<file path="src/rtl/ps2_pkg.sv">
// Shared types and default parameters for the multi-channel PS/2 receiver.
package ps2_pkg;

  localparam int PS2_BYTE_W = 8;

  localparam int DEF_NUM_CH      = 2;
  localparam int DEF_FIFO_DEPTH  = 8;
  localparam int DEF_FILTER_LEN  = 4;
  localparam int DEF_TIMEOUT_CYC = 4096;

  typedef enum logic [1:0] {
    ST_IDLE   = 2'd0,
    ST_DATA   = 2'd1,
    ST_PARITY = 2'd2,
    ST_STOP   = 2'd3
  } frame_state_t;

endpackage

</file>
<file path="src/rtl/ps2_rx_chan.sv">
// One PS/2 receive channel: synchroniser, clock filter, frame FSM, byte FIFO.
// Define PS2_RX_TIMEOUT_EN to build the in-frame timeout counter.
module ps2_rx_chan
  import ps2_pkg::*;
#(
  parameter int FIFO_DEPTH  = DEF_FIFO_DEPTH,
  parameter int FILTER_LEN  = DEF_FILTER_LEN,
  parameter int TIMEOUT_CYC = DEF_TIMEOUT_CYC
) (
  input  logic                  clk,
  input  logic                  reset,
  input  logic                  ps2_clk,
  input  logic                  ps2_data,
  output logic [PS2_BYTE_W-1:0] rx_data,
  output logic                  rx_valid,
  input  logic                  rx_ready,
  output logic                  perr,
  output logic                  ferr,
  output logic                  ovf
);

  localparam int FILT_W = (FILTER_LEN > 1) ? $clog2(FILTER_LEN) : 1;
  localparam int PTR_W  = $clog2(FIFO_DEPTH);

  logic [1:0] clk_sync, data_sync;

  // NOTE: all state updates use non-blocking assignments so every flop samples pre-edge values.
  always_ff @(posedge clk) begin
    if (reset) begin
      clk_sync  <= 2'b11;
      data_sync <= 2'b11;
    end else begin
      clk_sync  <= {clk_sync[0], ps2_clk};
      data_sync <= {data_sync[0], ps2_data};
    end
  end

  logic              filt_clk;
  logic [FILT_W-1:0] filt_cnt;
  logic              filt_take;
  logic              sample;
  logic              bit_in;

  assign filt_take = (clk_sync[1] != filt_clk) && (filt_cnt == FILT_W'(FILTER_LEN - 1));
  assign sample    = filt_take && filt_clk;
  assign bit_in    = data_sync[1];

  always_ff @(posedge clk) begin
    if (reset) begin
      filt_clk <= 1'b1;
      filt_cnt <= '0;
    end else if (clk_sync[1] == filt_clk) begin
      filt_cnt <= '0;
    end else if (filt_take) begin
      filt_clk <= clk_sync[1];
      filt_cnt <= '0;
    end else begin
      filt_cnt <= filt_cnt + FILT_W'(1);
    end
  end

  frame_state_t          state;
  logic [2:0]            bit_cnt;
  logic [PS2_BYTE_W-1:0] shreg;
  logic                  par_acc;
  logic                  timeout_hit;

`ifdef PS2_RX_TIMEOUT_EN
  localparam int TO_W = $clog2(TIMEOUT_CYC);
  logic [TO_W-1:0] to_cnt;

  assign timeout_hit = (state != ST_IDLE) && !sample && (to_cnt == TO_W'(TIMEOUT_CYC - 1));

  always_ff @(posedge clk) begin
    if (reset || sample || timeout_hit || state == ST_IDLE) to_cnt <= '0;
    else                                                    to_cnt <= to_cnt + TO_W'(1);
  end
`else
  assign timeout_hit = 1'b0;
`endif

  always_ff @(posedge clk) begin
    if (reset) begin
      state   <= ST_IDLE;
      bit_cnt <= '0;
      shreg   <= '0;
      par_acc <= 1'b0;
      perr    <= 1'b0;
      ferr    <= 1'b0;
    end else begin
      perr <= 1'b0;
      ferr <= 1'b0;
      if (timeout_hit) begin
        state <= ST_IDLE;
        ferr  <= 1'b1;
      end else if (sample) begin
        case (state)
          ST_IDLE: if (!bit_in) begin
            state   <= ST_DATA;
            bit_cnt <= '0;
            par_acc <= 1'b0;
          end
          ST_DATA: begin
            shreg   <= {bit_in, shreg[PS2_BYTE_W-1:1]};
            par_acc <= par_acc ^ bit_in;
            bit_cnt <= bit_cnt + 3'd1;
            if (bit_cnt == 3'd7) state <= ST_PARITY;
          end
          ST_PARITY: begin
            par_acc <= par_acc ^ bit_in;
            state   <= ST_STOP;
          end
          default: begin
            state <= ST_IDLE;
            if (bit_in) perr <= ~par_acc;
            else        ferr <= 1'b1;
          end
        endcase
      end
    end
  end

  // Good frame: stop bit high and odd overall parity across data plus parity bit.
  logic push_req, push_ok, pop, full;
  logic [PTR_W-1:0]      wr_ptr, rd_ptr;
  logic [PTR_W:0]        level;
  logic [PS2_BYTE_W-1:0] mem [FIFO_DEPTH];

  assign push_req = sample && (state == ST_STOP) && bit_in && par_acc && !timeout_hit;
  assign full     = (level == (PTR_W + 1)'(FIFO_DEPTH));
  assign pop      = rx_valid && rx_ready;
  assign push_ok  = push_req && (!full || pop);
  assign rx_valid = (level != '0);
  assign rx_data  = rx_valid ? mem[rd_ptr] : '0;

  // NOTE: the storage array has no reset; validity is tracked by level, and rx_data is gated when empty.
  always_ff @(posedge clk) begin
    if (push_ok) mem[wr_ptr] <= shreg;
  end

  always_ff @(posedge clk) begin
    if (reset) begin
      wr_ptr <= '0;
      rd_ptr <= '0;
      level  <= '0;
      ovf    <= 1'b0;
    end else begin
      ovf <= push_req && full && !pop;
      if (push_ok) wr_ptr <= wr_ptr + PTR_W'(1);
      if (pop)     rd_ptr <= rd_ptr + PTR_W'(1);
      if (push_ok && !pop)      level <= level + (PTR_W + 1)'(1);
      else if (!push_ok && pop) level <= level - (PTR_W + 1)'(1);
    end
  end

endmodule

</file>
<file path="src/rtl/ps2_rx_multi.sv">
// Multi-channel PS/2 device-to-host byte receiver; one independent ps2_rx_chan per port.
// Define PS2_RX_TIMEOUT_EN to enable per-channel frame timeout recovery.
module ps2_rx_multi
  import ps2_pkg::*;
#(
  parameter int NUM_CH      = DEF_NUM_CH,
  parameter int FIFO_DEPTH  = DEF_FIFO_DEPTH,
  parameter int FILTER_LEN  = DEF_FILTER_LEN,
  parameter int TIMEOUT_CYC = DEF_TIMEOUT_CYC
) (
  input  logic                         clk,
  input  logic                         reset,
  input  logic [NUM_CH-1:0]            ps2_clk,
  input  logic [NUM_CH-1:0]            ps2_data,
  output logic [PS2_BYTE_W*NUM_CH-1:0] rx_data,
  output logic [NUM_CH-1:0]            rx_valid,
  input  logic [NUM_CH-1:0]            rx_ready,
  output logic [NUM_CH-1:0]            perr,
  output logic [NUM_CH-1:0]            ferr,
  output logic [NUM_CH-1:0]            ovf
);

  for (genvar c = 0; c < NUM_CH; c++) begin : g_chan
    ps2_rx_chan #(
      .FIFO_DEPTH (FIFO_DEPTH),
      .FILTER_LEN (FILTER_LEN),
      .TIMEOUT_CYC(TIMEOUT_CYC)
    ) u_chan (
      .clk     (clk),
      .reset   (reset),
      .ps2_clk (ps2_clk[c]),
      .ps2_data(ps2_data[c]),
      .rx_data (rx_data[PS2_BYTE_W*c +: PS2_BYTE_W]),
      .rx_valid(rx_valid[c]),
      .rx_ready(rx_ready[c]),
      .perr    (perr[c]),
      .ferr    (ferr[c]),
      .ovf     (ovf[c])
    );
  end

endmodule
</file>
<file path="config.mk">
export PLATFORM = sky130hd
export DESIGN_NAME = ps2_rx_multi
export DESIGN_NICKNAME = d
export VERILOG_FILES = /design/src/rtl/ps2_pkg.sv /design/src/rtl/ps2_rx_chan.sv /design/src/rtl/ps2_rx_multi.sv
export SDC_FILE = /design/constraint.sdc
export NUM_CORES = 1
export LEC_CHECK = 0
export CAP_MARGIN = 20
export CORE_MARGIN = 5
export CORE_UTILIZATION = 45
export DETAILED_ROUTE_END_ITERATION = 10
export PLACE_DENSITY = 0.65
export SLEW_MARGIN = 20
export SYNTH_ARGS = -nofsm -noshare
export SYNTH_HDL_FRONTEND = slang
export SYNTH_SLANG_ARGS = --single-unit
</file>
<file path="constraint.sdc">
create_clock -name clk -period 4.9 [get_ports clk]
set_input_delay 0.49 -clock clk [delete_from_list [all_inputs] [get_ports clk]]
set_output_delay 0.49 -clock clk [all_outputs]
set_load 0.005 [all_outputs]
</file>
Word-level counts from Yosys, hierarchy flattened
Memory sizes are Yosys's and may differ from the RTL's. A register that Yosys moved wholly into a read port is not among the register bits.
Index checks and enable logic that the tools add are counted.
{"block": "word_totals", "n_memories": 2, "latchBits": 0, "in_bits": 8, "rom_bits": 0, "elab_cells": 160, "out_inout_bits": 24, "ff_bits": 68, "mem_bits_rw": 128}
{"block": "classes", "addsub": 12, "n_div": 0, "eq_ne": 20, "mux": 30, "bitwise": 10, "n_lt_le_gt_ge": 0, "mul": 0, "shifts": 0, "reduce_logical": 58}
{"name": "g_chan[0].u_chan.mem", "words": 8, "width": 8, "read_ports": 1, "rd_ports_with_merged_regs": 1, "write_ports": 1, "line": "ps2_rx_chan.sv:127", "rtl": "logic [PS2_BYTE_W-1:0] mem [FIFO_DEPTH];"}
{"name": "g_chan[1].u_chan.mem", "words": 8, "width": 8, "read_ports": 1, "rd_ports_with_merged_regs": 1, "write_ports": 1, "line": "ps2_rx_chan.sv:127"}
{"op": "logical AND 1 bit", "count": 22}
{"op": "adder 3 x 1 -> 3 bit (second input constant)", "count": 6}
{"op": "two-way mux 3 bit", "count": 6}
{"op": "AND reduction 3 bit", "count": 6}
{"op": "two-way mux 4 bit", "count": 4}
{"op": "two-way mux 8 bit", "count": 2}
{"op": "equality test 2 bit (second input constant)", "count": 6}
{"op": "one-hot mux 2 bit (3 select lines)", "count": 2}
{"op": "one-hot mux 3 bit (2 select lines)", "count": 2}
{"op": "nonzero test 2 bit", "count": 6}
{"op": "OR reduction 6 bit", "count": 2}
{"op": "OR reduction 5 bit", "count": 2}
{"op": "adder 4 x 1 -> 4 bit (second input constant)", "count": 2}
{"op": "equality test 4 bit (second input constant)", "count": 2}
{"op": "two-way mux 1 bit", "count": 8}
{"op": "two-way mux 2 bit", "count": 4}
{"op": "NOT 1 bit", "count": 8}
{"op": "AND reduction 2 bit", "count": 4}
{"op": "nonzero test 4 bit", "count": 2}
{"op": "subtractor 4 x 1 -> 4 bit (second input constant)", "count": 2}
{"op": "equality test 3 bit (second input constant)", "count": 2}
{"op": "zero test 1 bit", "count": 6}
{"op": "OR reduction 3 bit", "count": 2}
{"op": "adder 2 x 1 -> 2 bit (second input constant)", "count": 2}
{"op": "10 further kinds", "count": 20}

Logic depth before layout (Yosys ltp)
Gate-level depths: netlist of the first run.
{"block": "logic_depth", "word_depth": 11, "depth_mapped": 12, "depth_no_buf": 12}

Modules after synthesis
Synthesis of the first run repeated with hierarchy kept, for this count alone.
{"block": "unflattened", "cells_unflattened": 559, "hier_area_um2": 8216.6}
{"mod": "ps2_rx_chan (g_chan[1].u_chan)", "seq_area_each_um2": 2662.6, "cells_per_inst": 278, "instances": 1, "area_per_inst_um2": 4129.0}
{"mod": "ps2_rx_chan (g_chan[0].u_chan)", "seq_area_each_um2": 2662.6, "cells_per_inst": 281, "instances": 1, "area_per_inst_um2": 4087.7}

Worst setup path after synthesis of the first run
Ideal clock, no wire load.
{"block": "synth_timing", "path_kind": "flip-flop to flip-flop", "start": "register g_chan[1].u_chan.level[0]", "end": "register g_chan[1].u_chan.level[3]", "n_path_buf": 0, "stages_incl_launch_ff": 11, "slack_ps": 2444, "synth_period_minus_slack_ps": 2456, "setup_ps": 121, "t_arrival_ps": 2335, "required_time_ps": 4779, "cell_sequence": "dfxtp_1 -> nor4_4 -> inv_4 -> nand2_4 -> ha_1 -> inv_1 -> ha_1 -> a21oi_1 -> a211oi_1 -> a31oi_1 -> mux2_2"}
{"block": "synth_between", "elab_chain_cells": 7, "word_cells_on_any_way": 15, "cone_classes": "add/sub: 2; eq/ne: 1; mux: 2; reduce/logical: 10"}
{"element": "start, declared", "line": "ps2_rx_chan.sv:126", "rtl": "logic [PTR_W:0] level;"}
{"element": "start signal, assigned", "line": "ps2_rx_chan.sv:151", "rtl": "if (push_ok && !pop) level <= level + (PTR_W + 1)'(1);"}
{"element": "start signal, assigned", "line": "ps2_rx_chan.sv:152", "rtl": "else if (!push_ok && pop) level <= level - (PTR_W + 1)'(1);"}
{"element": "nonzero test 4 bit (*)", "line": "ps2_rx_chan.sv:133", "rtl": "assign rx_valid = (level != '0);"}
{"element": "net g_chan[1].u_chan.rx_valid", "line": "ps2_rx_chan.sv:15", "rtl": "output logic rx_valid,"}
{"element": "logical AND 1 bit (*)", "line": "ps2_rx_chan.sv:131", "rtl": "assign pop = rx_valid && rx_ready;"}
{"element": "logical OR 1 bit", "line": "ps2_rx_chan.sv:132", "rtl": "assign push_ok = push_req && (!full || pop);"}
{"element": "logical AND 1 bit", "line": "ps2_rx_chan.sv:132"}
{"element": "zero test 1 bit", "line": "ps2_rx_chan.sv:152"}
{"element": "logical AND 1 bit", "line": "ps2_rx_chan.sv:152"}
{"element": "nonzero test 2 bit (no source line)"}
The timed path passes the listed nets; every way through them passes the cells marked *. The select of a mux whose other input is x is not followed.
A chain may end at the register's enable or synchronous reset.

==> impl_metrics.json, run 1 <==
{
  "syn_avg_cell_area_um2": 14.3,
  "grt_pass1_wl_um": 24200,
  "fp.dieH_um": 145,
  "htree_levels": 1,
  "cellLeakagePower_nw": 3.15,
  "ys_warn_count": 0,
  "die_w_um": 145,
  "hp-class": "reg -> reg",
  "port_buffers": 31,
  "fin_nets": 645,
  "worst_slew_pin_slew_ps": 880,
  "drive_gt1_share_pct": 17.6,
  "endpoint_kind": "primary output",
  "dpl.hpwl_um": 9520,
  "syn_inst": 573,
  "syn_area_mm2": 0.00819,
  "cts.sinks": 202,
  "synthArstFlopShare_pct": 0,
  "postCtsSetupRepairBufs": 0,
  "cp.arrival_ps": 2550,
  "syn_nets": 608,
  "powerDensity_mw_per_mm2": 471,
  "drc_errors": 0,
  "status": "completed",
  "grt_usage_pct": 14.5,
  "drt-total-wl_um": 14700,
  "peakVddDrop_v": 0.000192,
  "cts_buffers": 21,
  "timing.setup.tns_ps": 0,
  "rows": 49,
  "worstSkewPairLatency_ps": 490,
  "met3_length_um": 740,
  "synth_flop_cell": "edfxtp_1",
  "dr.max_layer_used": "met4",
  "area_delta_synth_final_pct": 14.9,
  "synth_cell_types": 47,
  "first_iter_violations": 262,
  "r2r-start": "g_chan[1].u_chan.level[0]",
  "grt_overflow_total": 0,
  "slew_violations": 0,
  "firstDrtPassIters": 4,
  "rsz0062_at_grt": "false",
  "finalCritPeriodShare_pct": 62.0,
  "grt_pass1_vias": 4719,
  "hold_buffers": 0,
  "clock_skew_ps": 6.09,
  "slew_headroom_pct": 41.0,
  "dieArea_mm2": 0.0210,
  "finalCriticalPeriod_ps": 3040,
  "vias_per_cell": 5.29,
  "cp-start-kind": "register",
  "layout_common_cells": "edfxtp_1 (128), dfxtp_1 (72), nor2_1 (55)",
  "cts_tree": "yes",
  "yosysSeqAreaShare_pct": 65.1,
  "hold_viol_final": 0,
  "whs_ps": 408,
  "ys_ff_latch": 202,
  "cts_root_buffer": "clkbuf_16",
  "gp_congestion": 0.764,
  "core_mm2": 0.0180,
  "wl_met2_um": 7080,
  "fmax_ghz": 0.329,
  "clk_pin_slew_ps": 60,
  "worstHoldStart": "g_chan[0].u_chan.data_sync[0]",
  "clockBufferDepth": 3,
  "final_common_cell": "edfxtp_1",
  "antenna_left": 0,
  "insertedDiodeCount": 0,
  "cts_resized": 0,
  "synth_edf_count": 128,
  "vias": 4515,
  "maxCapViolCount": 0,
  "worstPathRequired_ps": 4410,
  "io_pins": 32,
  "initial_core_util_pct": 45.6,
  "grt_max_degree": 42,
  "routedWlPerCell_um": 17.2,
  "path_max_fanout": 16,
  "antenna_found_initial": 0,
  "wl_met1_um": 6630,
  "path_class": "reg -> out",
  "setup-violations-final": 0
}
==> cell families (layout without fill, tap and decap cells) <==
family	count (synthesis)	in the layout	synth area share, %
flops	202	202	65.1
mux	55	55	11.6
fa+ha+maj	27	27	4.31
compound gates	49	49	3.56
buf+inv	43	94	2.68
simple gates	185	185	11.5
xor+xnor	12	12	1.28
==> metrics by stage <==
stage	worst slack, ps	utilization (%)	std cells	instance area [µm²]	total power (W)
after floorplan	2440	-	573	8190	0.00259
after global placement	1910	48.5	816	8720	0.00289
after detailed placement	1790	48.5	816	8720	0.00292
after CTS	1370	52.3	853	9400	0.00449
after global routing	1670	52.3	853	9400	0.00464
final	1860	52.3	853	9400	0.00443
==> power by group <==
part	total, W	internal, W	leakage [nW]	switching [W]
logic	0.000879	0.000516	1.03	0.000362
clock network	0.00156	0.000928	0.331	0.000629
registers	0.00199	0.00184	1.79	0.000146
==> cell type report <==
class                           instances  area, µm²
Clock buffer                           26        564
Inverter                               12       47.5
Multi-Input combinational cell        328       2650
Timing Repair Buffer                   45        410
Sequential cell                       202       5330
Clock inverter                         11        120
Tap cell                              229        287
Fill cell                            1466       8560
==> sequential cells by signal, indices dropped and copies added (netlist names), 6 cells and up, named ones only <==
register               flops
g_chan.u_chan.mem        128
g_chan.u_chan.shreg       16
g_chan.u_chan.level        8
g_chan.u_chan.bit_cnt      6
g_chan.u_chan.rd_ptr       6
g_chan.u_chan.wr_ptr       6
==> synthesized netlist by cell type, types with 3 or more instances <==
library cell  count  area share [%]
a32oi_1           4            0.43
a21oi_1          32             2.0
nor2_1           55             2.5
nor3_1           10            0.61
nand2_1          54             2.5
buf_1             3            0.14
or3_1             4            0.31
xor2_1            6            0.64
ha_1             25             3.8
xnor2_1           6            0.64
a31oi_1           3            0.23
nand3_1          11            0.67
mux2i_1          21             2.6
dfxtp_1          74              18
nand3b_1          9            0.83
or2_2             9            0.69
inv_1             8            0.37
inv_2             3            0.14
nor2b_1           6            0.46
nor4_1            4            0.31
buf_4            10            0.92
edfxtp_1        128              47
nor4b_1           4            0.43
clkbuf_1         14            0.64
mux4_2           32             8.8
nor3b_1           4            0.37
==> critical path: stages (launching register included) <==
cell             delay, ps
dfxtp_2                710
mux4_2                 580
mux2i_1                230
nor2_1                  70
clkdlybuf4s50_1        480
==> worst paths after layout <==
kind	end	slack [ps]	depth (start not counted)
worst max-delay path	rx_data[7]	1860	4
worst min-delay path	g_chan[0].u_chan.data_sync[1]	410	1
worst max register to register	g_chan[1].u_chan.level[3]	1950	10
worst min register to register	g_chan[0].u_chan.data_sync[1]	410	1
==> routing by layer <==
metal	vias up	GRT usage (%)
met1	2213	20.4
met4	0	3.34
met3	16	2.69
li1	2189	-
met2	97	23.8
met5	-	0
(Power assumes the default switching activity.)
==> run 2, diff against run 1 <==
- clock period: 4.9 -> 2.9 ns (I/O delays scaled with it)
==> impl_metrics.json, run 2 (synthesis gave the netlist of run 1 again) <==
{
  "io_pins": 32,
  "endpoint": "rx_data[7]",
  "fmax_ghz": 0.369,
  "first_iter_violations": 292,
  "dpl.hpwl_um": 9480,
  "cpMaxStageDelayCell": "mux4_2",
  "grt_usage_pct": 14.6,
  "r2r_setup_slack_ps": 230,
  "max_flop_register": "g_chan.u_chan.mem",
  "grt_overflow_total": 0,
  "hold_viol_final": 0,
  "antenna_found_initial": 0,
  "cts_buffers": 21,
  "vias_per_cell": 5.31,
  "endpoint_kind": "primary output",
  "timing.rr.end": "g_chan[1].u_chan.level[3]",
  "clock_skew_ps": 8.08,
  "final_area_mm2": 0.00942,
  "critPathBufInv": 2,
  "htree_levels": 1,
  "cellLeakagePower_nw": 3.18,
  "largest_register_ffs": 128,
  "cts_root_buffer": "clkbuf_16",
  "hold_buffers": 0,
  "hp-class": "in -> reg",
  "routedWlPerCell_um": 17.1,
  "fin_nets": 659,
  "worstPathRequired_ps": 2610,
  "peakVddDrop_v": 0.000433,
  "cts.sinks": 202,
  "vias": 4600,
  "drt-total-wl_um": 14800,
  "drc_errors": 0,
  "drive_gt1_share_pct": 18.4,
  "slew_headroom_pct": 54.6,
  "grt_pass1_wl_um": 24200,
  "core_mm2": 0.0180,
  "rsz0062_at_grt": "false",
  "dieArea_mm2": 0.0210,
  "rows": 49,
  "grt_max_degree": 37,
  "cts_tree": "yes",
  "layout_common_cells": "edfxtp_1 (128), dfxtp_1 (74), nor2_1 (55)",
  "port_buffers": 31,
  "powerDensity_mw_per_mm2": 773,
  "finalCritPeriodShare_pct": 93.6,
  "worst_slew_pin_slew_ps": 681,
  "path_class": "reg -> out",
  "area_delta_synth_final_pct": 15.1,
  "die_w_um": 145,
  "cp_cell_sequence": "buf_4 > mux4_2 > mux2i_1 > nor2_1 > clkdlybuf4s50_1",
  "initial_core_util_pct": 45.6,
  "fp.dieH_um": 145,
  "timing.setup.tns_ps": 0,
  "post_dp_cell_area_mm2": 0.00881,
  "cp.depth": 5,
  "gp_congestion": 0.770,
  "antenna_left": 0,
  "grt_pass1_vias": 4779,
  "finalCriticalPeriod_ps": 2710,
  "reg_top3": "g_chan.u_chan.mem (128), g_chan.u_chan.shreg (16), g_chan.u_chan.level (8)",
  "clockBufferDepth": 3,
  "cp.arrival_ps": 2420,
  "firstDrtPassIters": 4,
  "r2r_cells": 12,
  "dp_cells": 829,
  "cp-start-kind": "register",
  "path_delay_family": "multiplexers",
  "worstSkewPairLatency_ps": 480,
  "insertedDiodeCount": 0,
  "final_cells": 866,
  "final_common_cell": "edfxtp_1",
  "r2r-start": "g_chan[1].u_chan.filt_cnt[0]",
  "status": "completed",
  "slew_violations": 0,
  "maxCapViolCount": 0,
  "cp_slowest_stage_delay_ps": 560,
  "setup-violations-final": 0,
  "path_max_fanout": 16,
  "clk_pin_slew_ps": 60
}
## run 2: cell types whose count changed in the layout (fill, tap and decap cells not counted), sizes merged
cell | before | now
clkinv | 6 | 8
inv | 13 | 12
buf | 15 | 29
bufinv | 2 | 0
clkbuf | 26 | 27
clkinvlp | 2 | 1
## run 2: layout make-up
cell class / instances / area (µm²)
fillers: 1493 / 8540
clock inverters: 9 / 43.8
inverters: 12 / 47.5
clock buffers: 27 / 558
multi-input cells: 328 / 2640
well taps: 229 / 287
repair buffers: 59 / 515
flip-flops and latches: 202 / 5330
## run 2: worst min path at each step
stage / start / to / slack [ps] / depth (start not counted)
2_1_floorplan: g_chan[0].u_chan.clk_sync[0] / g_chan[0].u_chan.clk_sync[1] / 390 / 1
3_3_place_gp: g_chan[1].u_chan.data_sync[0] / g_chan[1].u_chan.data_sync[1] / 390 / 1
3_5_place_dp: g_chan[0].u_chan.clk_sync[0] / g_chan[0].u_chan.clk_sync[1] / 400 / 1
4_1_cts: reset / g_chan[1].u_chan.level[0] / 330 / 2
5_1_grt: reset / g_chan[0].u_chan.level[1] / 350 / 2
6_report: reset / g_chan[1].u_chan.level[0] / 330 / 2
## run 2: report_power, final
| group | leakage [nW] | total [W] | switching (W) | internal, W |
|---|---|---|---|---|
| sequential | 1.79 | 0.00323 | 0.000113 | 0.00311 |
| combinational | 1.10 | 0.00169 | 0.000756 | 0.000929 |
| clock | 0.296 | 0.00237 | 0.00102 | 0.00135 |
## run 2: per-layer routing
| layer | GRT usage [%] | routed length, µm |
|---|---|---|
| met5 | 0 | 0 |
| met4 | 3.88 | 238 |
| met3 | 2.37 | 666 |
| met2 | 24.7 | 7320 |
| met1 | 19.8 | 6600 |
## run 2: what timing repair did
action / 4_1_cts / 5_1_grt
setup endpoints to repair: 0 / 1
buffers inserted: 0 / 1
resized for setup: 0 / 1
## run 2: metrics by stage
| step | util [%] | setup slack [ps] | hold slack (ps) | total power, W |
|---|---|---|---|---|
| floorplan | - | 444 | 389 | 0.00438 |
| CTS | 52.4 | 112 | 327 | 0.00738 |
| global route | 52.4 | 11.5 | 354 | 0.00766 |
| global placement | 49.0 | 205 | 394 | 0.00497 |
| finish | 52.4 | 186 | 335 | 0.00728 |
| detailed placement | 49.0 | 105 | 398 | 0.00501 |
## run 2: worst register-to-register path: stages (launching register included)
cell and delay, ps:
dfxtp_1 340, ha_2 220, nand3b_1 150, nor2_1 130
nand2_1 140, inv_2 150, ha_1 180, inv_1 100
ha_1 350, a21oi_1 190, a211oi_1 100, a31oi_1 160
mux2_2 340
==> run 3, diff against run 2 <==
- CORE_UTILIZATION: 45 -> 40
- PLACE_DENSITY: 0.65 -> 0.59
==> impl_metrics.json, run 3 (synthesis gave the netlist of run 1 again) <==
{
  "status": "completed",
  "timing.setup.tns_ps": 0,
  "rsz0062_at_grt": "false",
  "whs_path_depth": 2,
  "clk_pin_slew_ps": 60,
  "drt-total-wl_um": 14600,
  "final_common_cell": "edfxtp_1",
  "insertedDiodeCount": 0,
  "finalCriticalPeriod_ps": 2660,
  "worstPathRequired_ps": 2610,
  "r2r_setup_slack_ps": 260,
  "core_mm2": 0.0202,
  "dp_worst_setup_slack_ps": 107,
  "drc_errors": 0,
  "dpl.hpwl_um": 9380,
  "vias_per_cell": 4.99,
  "dieArea_mm2": 0.0234,
  "grt_usage_pct": 12.4,
  "dp_cells": 871,
  "area_delta_synth_final_pct": 16.4,
  "cellLeakagePower_nw": 3.22,
  "port_buffers": 31,
  "finalCritPeriodShare_pct": 91.7,
  "clockBufferDepth": 3,
  "hp-class": "in -> reg",
  "final_cells": 908,
  "cp.arrival_ps": 2370,
  "path_class": "reg -> out",
  "drive_gt1_share_pct": 18.8,
  "htree_levels": 1,
  "postCtsSetupRepairBufs": 0,
  "firstDrtPassIters": 4,
  "powerDensity_mw_per_mm2": 783,
  "timing.rr.end": "g_chan[1].u_chan.level[3]",
  "maxCapViolCount": 0,
  "fillers": 1775,
  "cts_tree": "yes",
  "power.total_w": 0.00746,
  "hold_buffers": 0,
  "final-seq-area_mm2": 0.00533,
  "path_max_fanout": 16,
  "fp.dieH_um": 153,
  "r2r_cells": 12,
  "first_iter_violations": 322,
  "largest_register_ffs": 128,
  "fin_util_pct": 47.2,
  "setup-violations-final": 0,
  "grt_overflow_total": 0,
  "cts.sinks": 202,
  "worstHoldStart": "reset",
  "worstSkewPairLatency_ps": 480,
  "hold_viol_final": 0,
  "io_pins": 32,
  "r2r-start": "g_chan[1].u_chan.state[1]",
  "antenna_left": 0,
  "grt_max_degree": 30,
  "die_w_um": 153,
  "peakVddDrop_v": 0.000586,
  "fmax_ghz": 0.376,
  "slew_violations": 0,
  "antenna_found_initial": 0,
  "endpoint_kind": "primary output",
  "reg_top3": "g_chan.u_chan.mem (128), g_chan.u_chan.shreg (16), g_chan.u_chan.level (8)",
  "grt_pass1_vias": 4560,
  "multiInputGateArea_mm2": 0.00264,
  "cts_resized": 0,
  "gp_congestion": 0.732,
  "initial_core_util_pct": 40.6,
  "max_flop_register": "g_chan.u_chan.mem",
  "slew_headroom_pct": 58.6,
  "fin_nets": 659,
  "worst_slew_pin_slew_ps": 620,
  "routedWlPerCell_um": 16.0,
  "grt_pass1_wl_um": 23900,
  "cts_buffers": 21,
  "cts_root_buffer": "clkbuf_16",
  "cp-start-kind": "register",
  "clock_skew_ps": 6.58,
  "vias": 4531,
  "layout_common_cells": "edfxtp_1 (128), dfxtp_1 (74), nor2_1 (55)",
  "setup_ws_ps": 240,
  "rows": 52
}
==> run 3: changes by cell type in the layout (fill, tap and decap cells not counted), sizes merged <==
| cell | before | now |
|---|---|---|
| bufinv | 0 | 1 |
| clkbuf | 27 | 24 |
| clkinv | 8 | 10 |
| inv | 12 | 13 |
==> run 3: report_power, final <==
group | switching, W | internal (W) | total (W)
combinational | 0.000772 | 0.000931 | 0.00170
sequential | 0.000112 | 0.00311 | 0.00322
clock | 0.00104 | 0.00149 | 0.00253
total | 0.00193 | 0.00553 | 0.00746
==> run 3: final cells by class <==
class / instances / share of cell area (%)
clock buffer: 24 / 5.95
multi-input combinational: 328 / 27.7
sequential: 202 / 55.9
inverter: 12 / 0.499
tap: 270 / 3.55
clock inverter: 13 / 0.985
timing repair buffer: 59 / 5.41
==> run 3: critical path: stages, from the launching register on <==
cell and delay [ps]:
dfxtp_1 300, buf_4 310, mux4_2 540, mux2i_1 210, nor2_1 70, clkdlybuf4s50_1 450
==> run 3: worst max path at each step <==
| stage | start | endpoint | slack (ps) | cells past startpoint |
|---|---|---|---|---|
| finish | register | rx_data[12] | 240 | 5 |
| global route | g_chan[0].u_chan.filt_cnt[0] | g_chan[0].u_chan.level[3] | 0.8 | 12 |
| CTS | register | rx_data[6] | 170 | 5 |
| detailed placement | rx_ready[1] | g_chan[1].u_chan.level[3] | 110 | 12 |
| global placement | rx_ready[1] | g_chan[1].u_chan.level[3] | 200 | 12 |
| floorplan | g_chan[1].u_chan.level[0] | g_chan[1].u_chan.level[3] | 440 | 10 |
==> run 3: metrics by stage <==
step                      hold WS, ps  area (µm²)
after detailed placement          396        8870
final                             277        9530
after global routing              310        9530
after global placement            392        8870
after CTS                         266        9530
after floorplan                   389        8190
==> run 3: metal layers <==
| layer | vias to the layer above | wire length, µm | GRT usage, % | share of wire (%) |
|---|---|---|---|---|
| li1 | 2208 | - | - | - |
| met1 | 2210 | 6960 | 18.3 | 48 |
| met2 | 94 | 6610 | 19.3 | 45 |
| met3 | 19 | 764 | 2.12 | 5.2 |
| met4 | 0 | 219 | 3.10 | 1.5 |
| met5 | - | 0 | 0 | 0 |
